--- src/rtl/vending_machine_pkg.sv ---
// vending_machine_pkg: state codes, item count, price table and credit limit.
package vending_machine_pkg;
    localparam int NUM_ITEMS = 10;
    localparam int CREDIT_MAX = 31;
    typedef enum logic [4:0] {
        ST_USER     = 5'd0,
        ST_DISPENSE = 5'd1,
        ST_REFUND   = 5'd2,
        ST_LOCK     = 5'd16,
        ST_ADMIN    = 5'd17
    } state_t;
    localparam logic [2:0] PRICE [NUM_ITEMS] = '{3'd1, 3'd2, 3'd3, 3'd4, 3'd5, 3'd1, 3'd2, 3'd3, 3'd4, 3'd5};
endpackage

--- src/rtl/vending_machine_edge_detect.sv ---
// edge_detect: rising-edge detector; history resets to 1 so buttons held through reset do not fire.
module edge_detect (
    input  logic clk,
    input  logic res,
    input  logic din,
    output logic rise
);
    logic prev;
    always_ff @(posedge clk or posedge res)
        if (res) prev <= 1'b1;
        else     prev <= din;
    assign rise = din & ~prev;
endmodule

--- src/rtl/vending_machine.sv ---
// vending_machine: credit/stock controller with user purchase mode and password-locked admin restock mode.
module vending_machine
    import vending_machine_pkg::*;
#(
    parameter logic [3:0] ADMIN_PSWRD = 4'b1010,
    parameter logic [2:0] STOCK_INIT  = 3'd3,
    parameter logic [2:0] STOCK_FULL  = 3'd7
) (
    input  logic       clk,
    input  logic       res,
    input  logic       mode,
    input  logic       ent,
    input  logic [0:3] pswrd,
    input  logic [0:2] mon,
    input  logic [0:3] it_no,
    input  logic       rem,
    input  logic       add_mon,
    output logic       err_pswrd,
    output logic       err_it_no,
    output logic       suc_it_no,
    output logic       suc_rem,
    output logic [0:4] state,
    output logic [0:9] all_led
);
    state_t cur, nxt;
    logic [4:0] credit, n_credit;
    logic [2:0] stock [NUM_ITEMS];
    logic [2:0] n_stock [NUM_ITEMS];
    logic rise_ent, rise_rem, rise_add;
    logic n_err_pswrd, n_err_it_no, n_suc_it_no, n_suc_rem;
    logic valid, can_buy;
    logic [2:0] price;
    logic [5:0] sum;

    edge_detect u_ent (.clk(clk), .res(res), .din(ent),     .rise(rise_ent));
    edge_detect u_rem (.clk(clk), .res(res), .din(rem),     .rise(rise_rem));
    edge_detect u_add (.clk(clk), .res(res), .din(add_mon), .rise(rise_add));

    assign valid   = it_no <= 4'd9;
    assign price   = valid ? PRICE[it_no] : 3'd0;
    assign can_buy = valid && stock[it_no] != 3'd0 && credit >= {2'b00, price};
    assign sum     = {1'b0, credit} + {3'b000, mon};
    assign state   = cur;

    always_ff @(posedge clk or posedge res)
        if (res) begin
            cur         <= ST_USER;
            credit      <= '0;
            err_pswrd   <= 1'b0;
            err_it_no   <= 1'b0;
            suc_it_no   <= 1'b0;
            suc_rem     <= 1'b0;
            all_led     <= {NUM_ITEMS{STOCK_INIT != 3'd0}};
            for (int i = 0; i < NUM_ITEMS; i++) stock[i] <= STOCK_INIT;
        end else begin
            cur         <= nxt;
            credit      <= n_credit;
            err_pswrd   <= n_err_pswrd;
            err_it_no   <= n_err_it_no;
            suc_it_no   <= n_suc_it_no;
            suc_rem     <= n_suc_rem;
            stock       <= n_stock;
            for (int i = 0; i < NUM_ITEMS; i++) all_led[i] <= stock[i] != 3'd0;
        end

    // A mode change wins over any button edge seen in the same cycle.
    always_comb begin
        nxt = cur;
        case (cur)
            ST_USER:
                nxt = mode ? ST_LOCK
                    : rise_rem ? (credit != '0 ? ST_REFUND : ST_USER)
                    : (rise_ent && can_buy) ? ST_DISPENSE : ST_USER;
            ST_DISPENSE, ST_REFUND: nxt = mode ? ST_LOCK : ST_USER;
            ST_LOCK:  nxt = !mode ? ST_USER : (rise_ent && pswrd == ADMIN_PSWRD) ? ST_ADMIN : ST_LOCK;
            ST_ADMIN: nxt = mode ? ST_ADMIN : ST_USER;
            default:  nxt = ST_USER;
        endcase
    end

    always_comb begin
        n_credit    = credit;
        n_stock     = stock;
        n_err_pswrd = 1'b0;
        n_err_it_no = 1'b0;
        n_suc_it_no = 1'b0;
        n_suc_rem   = 1'b0;
        if (cur == ST_USER && !mode) begin
            if (rise_rem) begin
                if (credit != '0) begin
                    n_credit  = '0;
                    n_suc_rem = 1'b1;
                end
            end else if (rise_ent) begin
                if (can_buy) begin
                    n_credit       = credit - {2'b00, price};
                    n_stock[it_no] = stock[it_no] - 3'd1;
                    n_suc_it_no    = 1'b1;
                end else n_err_it_no = 1'b1;
            end else if (rise_add) n_credit = sum > 6'(CREDIT_MAX) ? 5'(CREDIT_MAX) : sum[4:0];
        end else if (cur == ST_LOCK && mode) begin
            n_err_pswrd = rise_ent && pswrd != ADMIN_PSWRD;
        end else if (cur == ST_ADMIN && mode) begin
            if (rise_rem) begin
                if (valid) n_stock[it_no] = 3'd0;
                n_suc_rem   = valid;
                n_err_it_no = !valid;
            end else if (rise_ent) begin
                if (valid) n_stock[it_no] = STOCK_FULL;
                n_suc_it_no = valid;
                n_err_it_no = !valid;
            end
        end
    end
endmodule

--- config.mk ---
export PLATFORM = sky130hd
export DESIGN_NAME = vending_machine
export DESIGN_NICKNAME = d
export VERILOG_FILES = /design/src/rtl/vending_machine_pkg.sv /design/src/rtl/vending_machine_edge_detect.sv /design/src/rtl/vending_machine.sv
export SDC_FILE = /design/constraint.sdc
export NUM_CORES = 1
export LEC_CHECK = 0
export CAP_MARGIN = 20
export CORE_ASPECT_RATIO = 1.75
export CORE_MARGIN = 3
export CORE_UTILIZATION = 57
export DETAILED_ROUTE_END_ITERATION = 7
export MAX_ROUTING_LAYER = met4
export PLACE_DENSITY = 0.9
export SYNTH_ARGS = -nofsm -noshare
export SYNTH_HDL_FRONTEND = slang
export SYNTH_HIERARCHICAL = 1
export SYNTH_SLANG_ARGS = --single-unit
export TNS_END_PERCENT = 30
--- constraint.sdc ---
create_clock -name clk -period 3.8 [get_ports clk]
set_clock_uncertainty 0.2 [all_clocks]
set_input_delay 0.76 -clock clk [delete_from_list [all_inputs] [get_ports clk]]
set_output_delay 0.76 -clock clk [all_outputs]
set_load 0.005 [all_outputs]
== Word level (Yosys, flattened, before mapping) ==
Memories as Yosys holds them, arrays and structs flattened.
Cells that the tools add are included.

* Bits in registers: 57
* Memory bits (read-only): 48
* Output and inout port bits: 19
* Logic and storage cells: 141
* Memories kept: 1

{| class="wikitable"
|+ Memory list
! name !! depth !! bits a word !! read ports !! clocked after Yosys merged registers in !! write ports !! line !! text
|-
| (no name shown) || 16 || 3 || 1 || 0 || 0 || vending_machine.sv:40 || <nowiki>assign price = valid ? PRICE[it_no] : 3'd0;</nowiki>
|}

* $add $sub $neg: 3
* $lt $le $gt $ge: 5
* Equality and inequality tests: 14
* Multiplexer cells: 58
* Bitwise operators: 10
* Reduce and logical (&&, ||, !) cells: 30

{| class="wikitable"
|+ Operator list
! kind !! number
|-
| 2-to-1 mux 30 bit || 10
|-
| 2-to-1 mux 5 bit || 10
|-
| nonzero test 3 bit || 12
|-
| AND 30 bit || 1
|-
| bitwise mux 30 bit || 1
|-
| NOT 30 bit || 1
|-
| bitwise OR 30 bit || 1
|-
| 2-to-1 mux 1 bit || 26
|-
| case mux 5 bit (4 select lines) || 1
|-
| 2-to-1 mux 3 bit || 6
|-
| binary-select mux 3 bit (select 4 bit) || 1
|-
| demux 3 bit (select 4 bit) || 1
|-
| inequality test 4 bit, second input constant || 3
|-
| == test 5 bit, second input constant || 2
|-
| logical AND 1 bit || 9
|-
| inequality test 2 bit, second input constant || 4
|-
| AND reduction 8 bit || 1
|-
| adder 5 x 3 -> 6 bit || 1
|-
| greater-than comparator 6 x 5 -> 1 bit, second input constant || 1
|-
| == test 5 x 1 -> 1 bit, second input constant || 1
|-
| == test 5 x 2 -> 1 bit, second input constant || 1
|-
| greater-or-equal comparator 5 x 3 -> 1 bit || 1
|-
| greater-or-equal comparator 5 bit, second input constant || 1
|-
| logical NOT 5 bit || 1
|-
| 16 further kinds || 23
|}

== Longest topological paths before layout ==
Gate-level depths: netlist (run 1).

* Depth in word-level cells: 12
* Gate-level depth with buffers: 13

== By module ==
The synthesis (run 1) kept the hierarchy.

{| class="wikitable"
|+ Modules (own cells, without submodules)
! module !! times used !! cells an instance !! area an instance (um^2) !! sequential area each (um^2)
|-
| vending_machine || 1 || 267 || 3153.0 || 1338.8
|-
| edge_detect || 3 || 3 || 43.8 || 26.3
|}

== Worst setup path after synthesis (run 1) ==
Ideal clock, no wire load.

* Path type: input to register
* Start point: input it_no[3] in the netlist's numbering
* End point: register with a tool-made name
* Library setup time: 0.125 ns
* Arrival: 3.150 ns
* Setup slack: 0.325 ns
* Cell stages on the path: 12
* Path buffers: 1
* Cells stage by stage: clkbuf_8 > mux4_2 > a22oi_1 > nor2_1 > a31oi_1 > ha_1 > inv_1 > a2111o_1 > o311ai_4 > o22ai_4 > and3_4 > mux2_4

{| class="wikitable"
|+ RTL lines
! item !! line !! text
|-
| from (decl) || vending_machine.sv:15 || <nowiki>input logic [0:3] it_no,</nowiki>
|}

==> results of run 1 <==
[cells by family after synthesis]
| logic type | synth area share |
|---|---|
| AOI/OAI and AO/OA | 0.112 |
| adders and majority gates | 0.0617 |
| muxes | 0.179 |
| and+or+nand+nor | 0.148 |
| xor gates and xnor gates | 0.0107 |
| other | 0.00114 |
| DFF | 0.432 |
| buffers and inverters | 0.0564 |
[worst paths after layout]
kind	depth (start not counted)	start	end
worst min-delay path	1	register	all_led[0]
worst min register to register	1	register	all_led[0]
worst max register to register	12	register	register
min in group asynchronous	2	res	suc_it_no
max in group asynchronous	3	res	async pin
worst max-delay path	14	it_no[2]	register
[power by group]
part	leakage, nW	internal [mW]	switching (mW)
combinational	1.08	0.333	0.279
sequential	0.635	0.709	0.0842
clock	0.0636	0.237	0.187
total	1.78	1.28	0.550
[cell type report]
| type | count | area, um^2 |
|---|---|---|
| Clock inverter | 1 | 30.0 |
| Fill cell | 402 | 1570 |
| Timing Repair Buffer | 63 | 587 |
| Inverter | 18 | 67.6 |
| Sequential cell | 55 | 1420 |
| Multi-Input combinational cell | 191 | 1720 |
| Clock buffer | 7 | 97.6 |
| Tap cell | 76 | 95.1 |
[what timing repair did]
item	in CTS	in global routing
buffers inserted	0	1
resized for setup	0	11
pin swaps	0	3
setup endpoints to repair	1	34
[metrics by stage]
step,cells,util,total power [mW]
final,411,0.719,1.83
after detailed placement,401,0.681,1.38
after floorplan,277,-,1.16
after global placement,401,0.681,1.35
after global routing,411,0.719,1.94
after CTS,409,0.704,1.81
[layout by cell type, fill, tap and decap left out, types with 6 or more instances in the layout]
master and instances:
mux2_2 28, inv_1 16, or3_1 10, buf_4 27
nor3_1 7, nor2_1 10, mux2_4 6, nand2_1 15
a21oi_1 11, ha_1 12, dfrtp_1 22, mux2i_1 7
clkdlybuf4s50_1 32, dfstp_2 33
[critical path: cells and delay by family]
kind            cells  cell delay (ns)
compound gates      5             0.99
fa+ha+maj           2             0.57
buf+inv             3             0.83
mux                 1             0.29
simple gates        3             0.30
[layer usage]
metal,part of all wire,vias to the layer above,wire length [um]
met3,0.033,31,251
met4,0.056,0,420
li1,-,1115,-
met5,0,-,0
met1,0.35,1183,2630
met2,0.56,69,4240
[cells in the mapped netlist, types with 2 or more instances]
cell      count  share of area
nand3b_1      2         0.0046
o21ai_0       5         0.0076
or4_1         3         0.0069
dfstp_2      33           0.26
mux2_4        6          0.027
a21o_1        5          0.011
and3_4        2         0.0069
a31oi_1       2         0.0038
inv_1        17          0.019
or2_2         2         0.0038
ha_1         13          0.050
nor2b_1       4         0.0076
dfrtp_1      22           0.17
a211o_1       2         0.0053
mux2i_1       7          0.021
xnor2_1       3         0.0080
mux2_2       28          0.096
nor3b_1       2         0.0046
nor4_1        4         0.0076
clkbuf_8      5          0.021
mux4_2        5          0.034
a221o_1       2         0.0061
buf_4         3         0.0069
nor3_1        7          0.011
a21oi_1      11          0.017
clkbuf_1      4         0.0046
or3_1        10          0.019
nand2_1      19          0.022
nand2b_1      2         0.0038
nor2b_4       3          0.013
nor2_1       10          0.011
fa_1          2          0.012
==> results.toml, run 1 <==
[grt]
grt_pass1_vias = 2576
grt_most_used_layer = "met2"
grt_antenna_before_repair = 0
grt_use_total = 0.239
overflow = 0
use_met3 = 0.0486
grt_max_degree = 53
grtUsageMet1 = 0.211
grt_pass1_wl_mm = 12.0
grtUsageMet2 = 0.438

[cts]
clock_sinks = 55
clk_root_buffer_cell = "clkbuf_8"
ctsLongestPathBuffers = 2
cts_tree = "done"
htree_num_levels = 2
clk_pin_slew_ns = 0.09
cts_buffers = 5
cts_hold_buf = 0
clk_latency_ns = 0.32

[timing]
fmax_ghz = 0.268
worstMarginPinSlew_ns = 0.601
holdWs_ns = 0.309
final_hold_viol_count = 0
max-slew-margin-rel = 0.596
drv_slew = 0
min_period_ns = 3.74
fin_crit_sh = 0.983
fin_ws_ns = 0.0627
finalSetupTns_ns = 0
finalSetupViolations = 0

[final_layout]
antenna_cells = 0
final_nets = 366
area_growth_pct = 22.3
drive_above_1_share = 0.409
final_area_um2 = 4020

[critical_path]
worst-path-max-fanout = 9
cp.arrival_ns = 3.75
endpoint_kind = "register"
crit_chain = "clkdlybuf4s50_1 -> buf_6 -> ha_1 -> nor3_1 -> a21oi_1 -> o21ai_0 -> ha_1 -> nand3b_1 -> a32oi_2 -> o311ai_4 -> o21ai_4 -> buf_12 -> nand2_1 -> mux2_2"
criticalPathCategory = "in -> reg"
slowest_delay_ns = 0.51
slowest_stage = "clkdlybuf4s50_1"
crit_required_ns = 3.81
critPathMostFrequentCell = "ha_1"
cp-start-kind = "input pin"
ff2ff_setup_slack_ns = 0.64

[drt]
ant_nets = 0
drt_iter0_drc = 150
drc = 0
first_pass_iters = 4
vias = 2398
wl_mm = 7.54
wl_per_cell_um = 18.4
vias_per_cell = 5.83

[synthesis]
synth_cell_types = 63
syn_avg_cell_area_um2 = 11.9
postSynthCellCount = 276
yosys_warnings = 6
synth_edf_count = 0
seq_area_frac_synth = 0.432
synth.cell_area_um2 = 3280
synthArstFlopShare = 1.00
ys_ff_latch = 55
synth_top_flop_cell = "dfstp_2"

[power_and_ir_drop]
leakagePower_nw = 1.78
power_per_cell_area_nw_per_um2 = 455
ir_worst_vdd_mv = 0.316

[placement]
place_area_um2 = 3810
port_buffers = 33
pre_cts_ws_ns = -0.342
gp_congestion = 0.992
dp_hpwl_mm = 5.55

[status]
outcome = "finished, final reports clean"

[floorplanning]
die_area_um2 = 6740
core_um2 = 5590
initial_utilization = 0.588
io_pins = 36
dieWidth_um = 63.4
die_h_um = 106
num_rows = 36

[flow_run]
drv_cap = 0

[hold_path]
hold_class = "reg -> reg"
(Power assumes the default switching activity.)
==> run 2, diff against run 1 <==
Settings changed: CORE_UTILIZATION 57 to 56, PLACE_DENSITY 0.9 to 0.89, SYNTH_HIERARCHICAL 1 to not set.
==> run 2 against run 1 <==
Routed wire length down 7.1%. Critical path depth fell by 1. Cell count down 2.7%. First-iteration DRC count rose by 7.3%. Largest power group unchanged.
==> results.toml, run 2 <==
[synthesis]
yosys_warnings = 0
ys_ff_latch = 55
yosys.area.top_type = "dfstp_2"
synthTopCellsByArea = "dfstp_2, dfrtp_1, mux2_2"
postSynthCellCount = 260
synth_edf_count = 0
synth_cell_types = 66
synth.cell_area_um2 = 3150
synthArstFlopShare = 1.00
synth_common_cells = "dfstp_2, mux2_2, dfrtp_1"
synth_top_flop_cell = "dfstp_2"
seq_area_frac_synth = 0.450
yosysTopAreaCellShare = 0.276
syn_avg_cell_area_um2 = 12.1

[final_layout]
final_nets = 357
antenna_cells = 0
utilization = 0.731
final_area_um2 = 3910
drive_above_1_share = 0.408
mostFrequentLayoutCells = "mux2_2, dfstp_2, buf_4, clkdlybuf4s50_1, dfrtp_1"
area_growth_pct = 24.1

[critical_path]
endpoint_kind = "register"
crit_path_start = "it_no[2]"
worst-path-max-fanout = 4
cpLargestDelayFamily = "compound AO/OA/AOI/OAI gates"
slowest_delay_ns = 0.48
criticalPathCategory = "in -> reg"
ff2ff_setup_slack_ns = 0.86
slowest_stage = "clkdlybuf4s50_1"
cp.arrival_ns = 3.74
worst-path-buf-inv = 2
rr_worst_depth = 11
crit_required_ns = 3.80
cp-start-kind = "input pin"
crit_chain = "clkdlybuf4s50_1 -> inv_1 -> ha_1 -> o21bai_1 -> nand2_1 -> nand2_1 -> a21oi_1 -> ha_1 -> a311o_1 -> o22a_2 -> a31oi_4 -> and4bb_2 -> mux2_2"

[timing]
fin_ws_ns = 0.0644
final_hold_viol_count = 0
finalSetupViolations = 0
fin_crit_sh = 0.983
grt_setup_unrepaired = "no"
min_period_ns = 3.74
worstMarginPinSlew_ns = 0.579
max-slew-margin-rel = 0.613
fmax_ghz = 0.268
finalSetupTns_ns = 0
drv_slew = 0

[power_and_ir_drop]
intPower_mw = 1.04
power.total_mw = 1.48
combPwrFrac = 0.270
p_clk_frac = 0.267
p_seq_frac = 0.464
power_per_cell_area_nw_per_um2 = 379
leakagePower_nw = 1.77
ir_worst_vdd_mv = 0.292
p_sw_frac = 0.295
switching_power_uw = 437

[cts]
clk_latency_ns = 0.31
clock_sinks = 55
clk_root_buffer_cell = "clkbuf_8"
ctsLongestPathBuffers = 2
htree_num_levels = 2
cts_tree = "done"
clk_pin_slew_ns = 0.10
cts_buffers = 5

[grt]
grt_pass1_vias = 2445
grt_antenna_before_repair = 0
grt_max_degree = 29
grt_pass1_wl_mm = 11.8
grt_use_total = 0.233
overflow = 0

[hold_path]
hold_end = "all_led[9]"
hold_class = "reg -> reg"
holdPathStages = 1

[placement]
pre_cts_ws_ns = -0.375
place_area_um2 = 3750
gp_congestion = 0.884
port_buffers = 33
dp_hpwl_mm = 5.18

[floorplanning]
dieWidth_um = 62.7
io_pins = 36
die_area_um2 = 6590
initial_utilization = 0.589
die_h_um = 105
num_rows = 35
core_um2 = 5340

[drt]
wl_per_cell_um = 17.5
drt_iter0_drc = 161
drc = 0
vias_per_cell = 5.80
wl_mm = 7.01
first_pass_iters = 4
ant_nets = 0
vias = 2321

[status]
outcome = "finished, final reports clean"

[flow_run]
drv_cap = 0
## run 2: cell count changes after synthesis, moves of 4 or more
| cell | delta |
|---|---|
| clkbuf_8 | -4 |
| inv_1 | -9 |
| mux2_2 | +5 |
| mux2_4 | -6 |
| mux4_1 | +4 |
| mux4_2 | -4 |
| nor3_1 | -6 |
| o31ai_1 | +4 |
## run 2: final cells by class
type / instances / area, um^2
sequential: 55 / 1420
timing repair buffer: 66 / 581
fill: 368 / 1440
inverter: 8 / 30.0
clock inverter: 3 / 47.5
clock buffer: 5 / 68.8
multi-input combinational: 189 / 1670
tap: 74 / 92.6
## run 2: how the worst max path moves through the flow
| stage | cells past startpoint | slack [ns] | to |
|---|---|---|---|
| detailed placement | 13 | -0.37 | credit[2] |
| CTS | 13 | 0.02 | register |
| finish | 13 | 0.06 | register |
| global placement | 13 | -0.36 | credit[3] |
| global route | 14 | 0.03 | credit[4] |
| floorplan | 13 | 0.11 | credit[2] |
## run 2: repair_timing
action                     4_1_cts  5_1_grt
hold buffers                     0        0
setup buffers                    0        1
gates resized for setup          1        9
pin swaps                        0        2
setup endpoints to repair        3       35
## run 2: stage by stage
step | hold WS [ns] | std cells
final | 0.316 | 400
after global routing | 0.334 | 400
after CTS | 0.322 | 399
after detailed placement | 0.291 | 391
after global placement | 0.287 | 391
after floorplan | 0.251 | 261
## run 2: cells by family (layout without fill, tap and decap cells)
family | Yosys count | count (layout) | share of synthesized area
buffers and inverters | 17 | 82 | 0.0298
other | 1 | 2 | 0.00119
multiplexers | 49 | 49 | 0.194
AO/OA/AOI/OAI | 47 | 47 | 0.110
flip-flops | 55 | 55 | 0.450
XOR/XNOR | 3 | 3 | 0.00835
adder cells (fa/ha/maj) | 15 | 15 | 0.0644
AND/OR/NAND/NOR | 73 | 73 | 0.142
## run 2: power groups by stage
| stage | logic [mW] | clock network [mW] | registers [mW] |
|---|---|---|---|
| after global routing | 0.443 | 0.431 | 0.694 |
| after global placement | 0.378 | 0 | 0.694 |
| final | 0.399 | 0.394 | 0.686 |
| after CTS | 0.396 | 0.405 | 0.686 |
| after detailed placement | 0.390 | 0 | 0.696 |
| after floorplan | 0.269 | 0 | 0.675 |
## run 2: routing by layer
metal  vias to the layer above  track usage  wire length (um)
met5                         -            -                 0
met4                         0        0.112               229
met3                        18       0.0312               187
met2                        56        0.420              4040
met1                      1167        0.246              2560
li1                       1080            -                 -
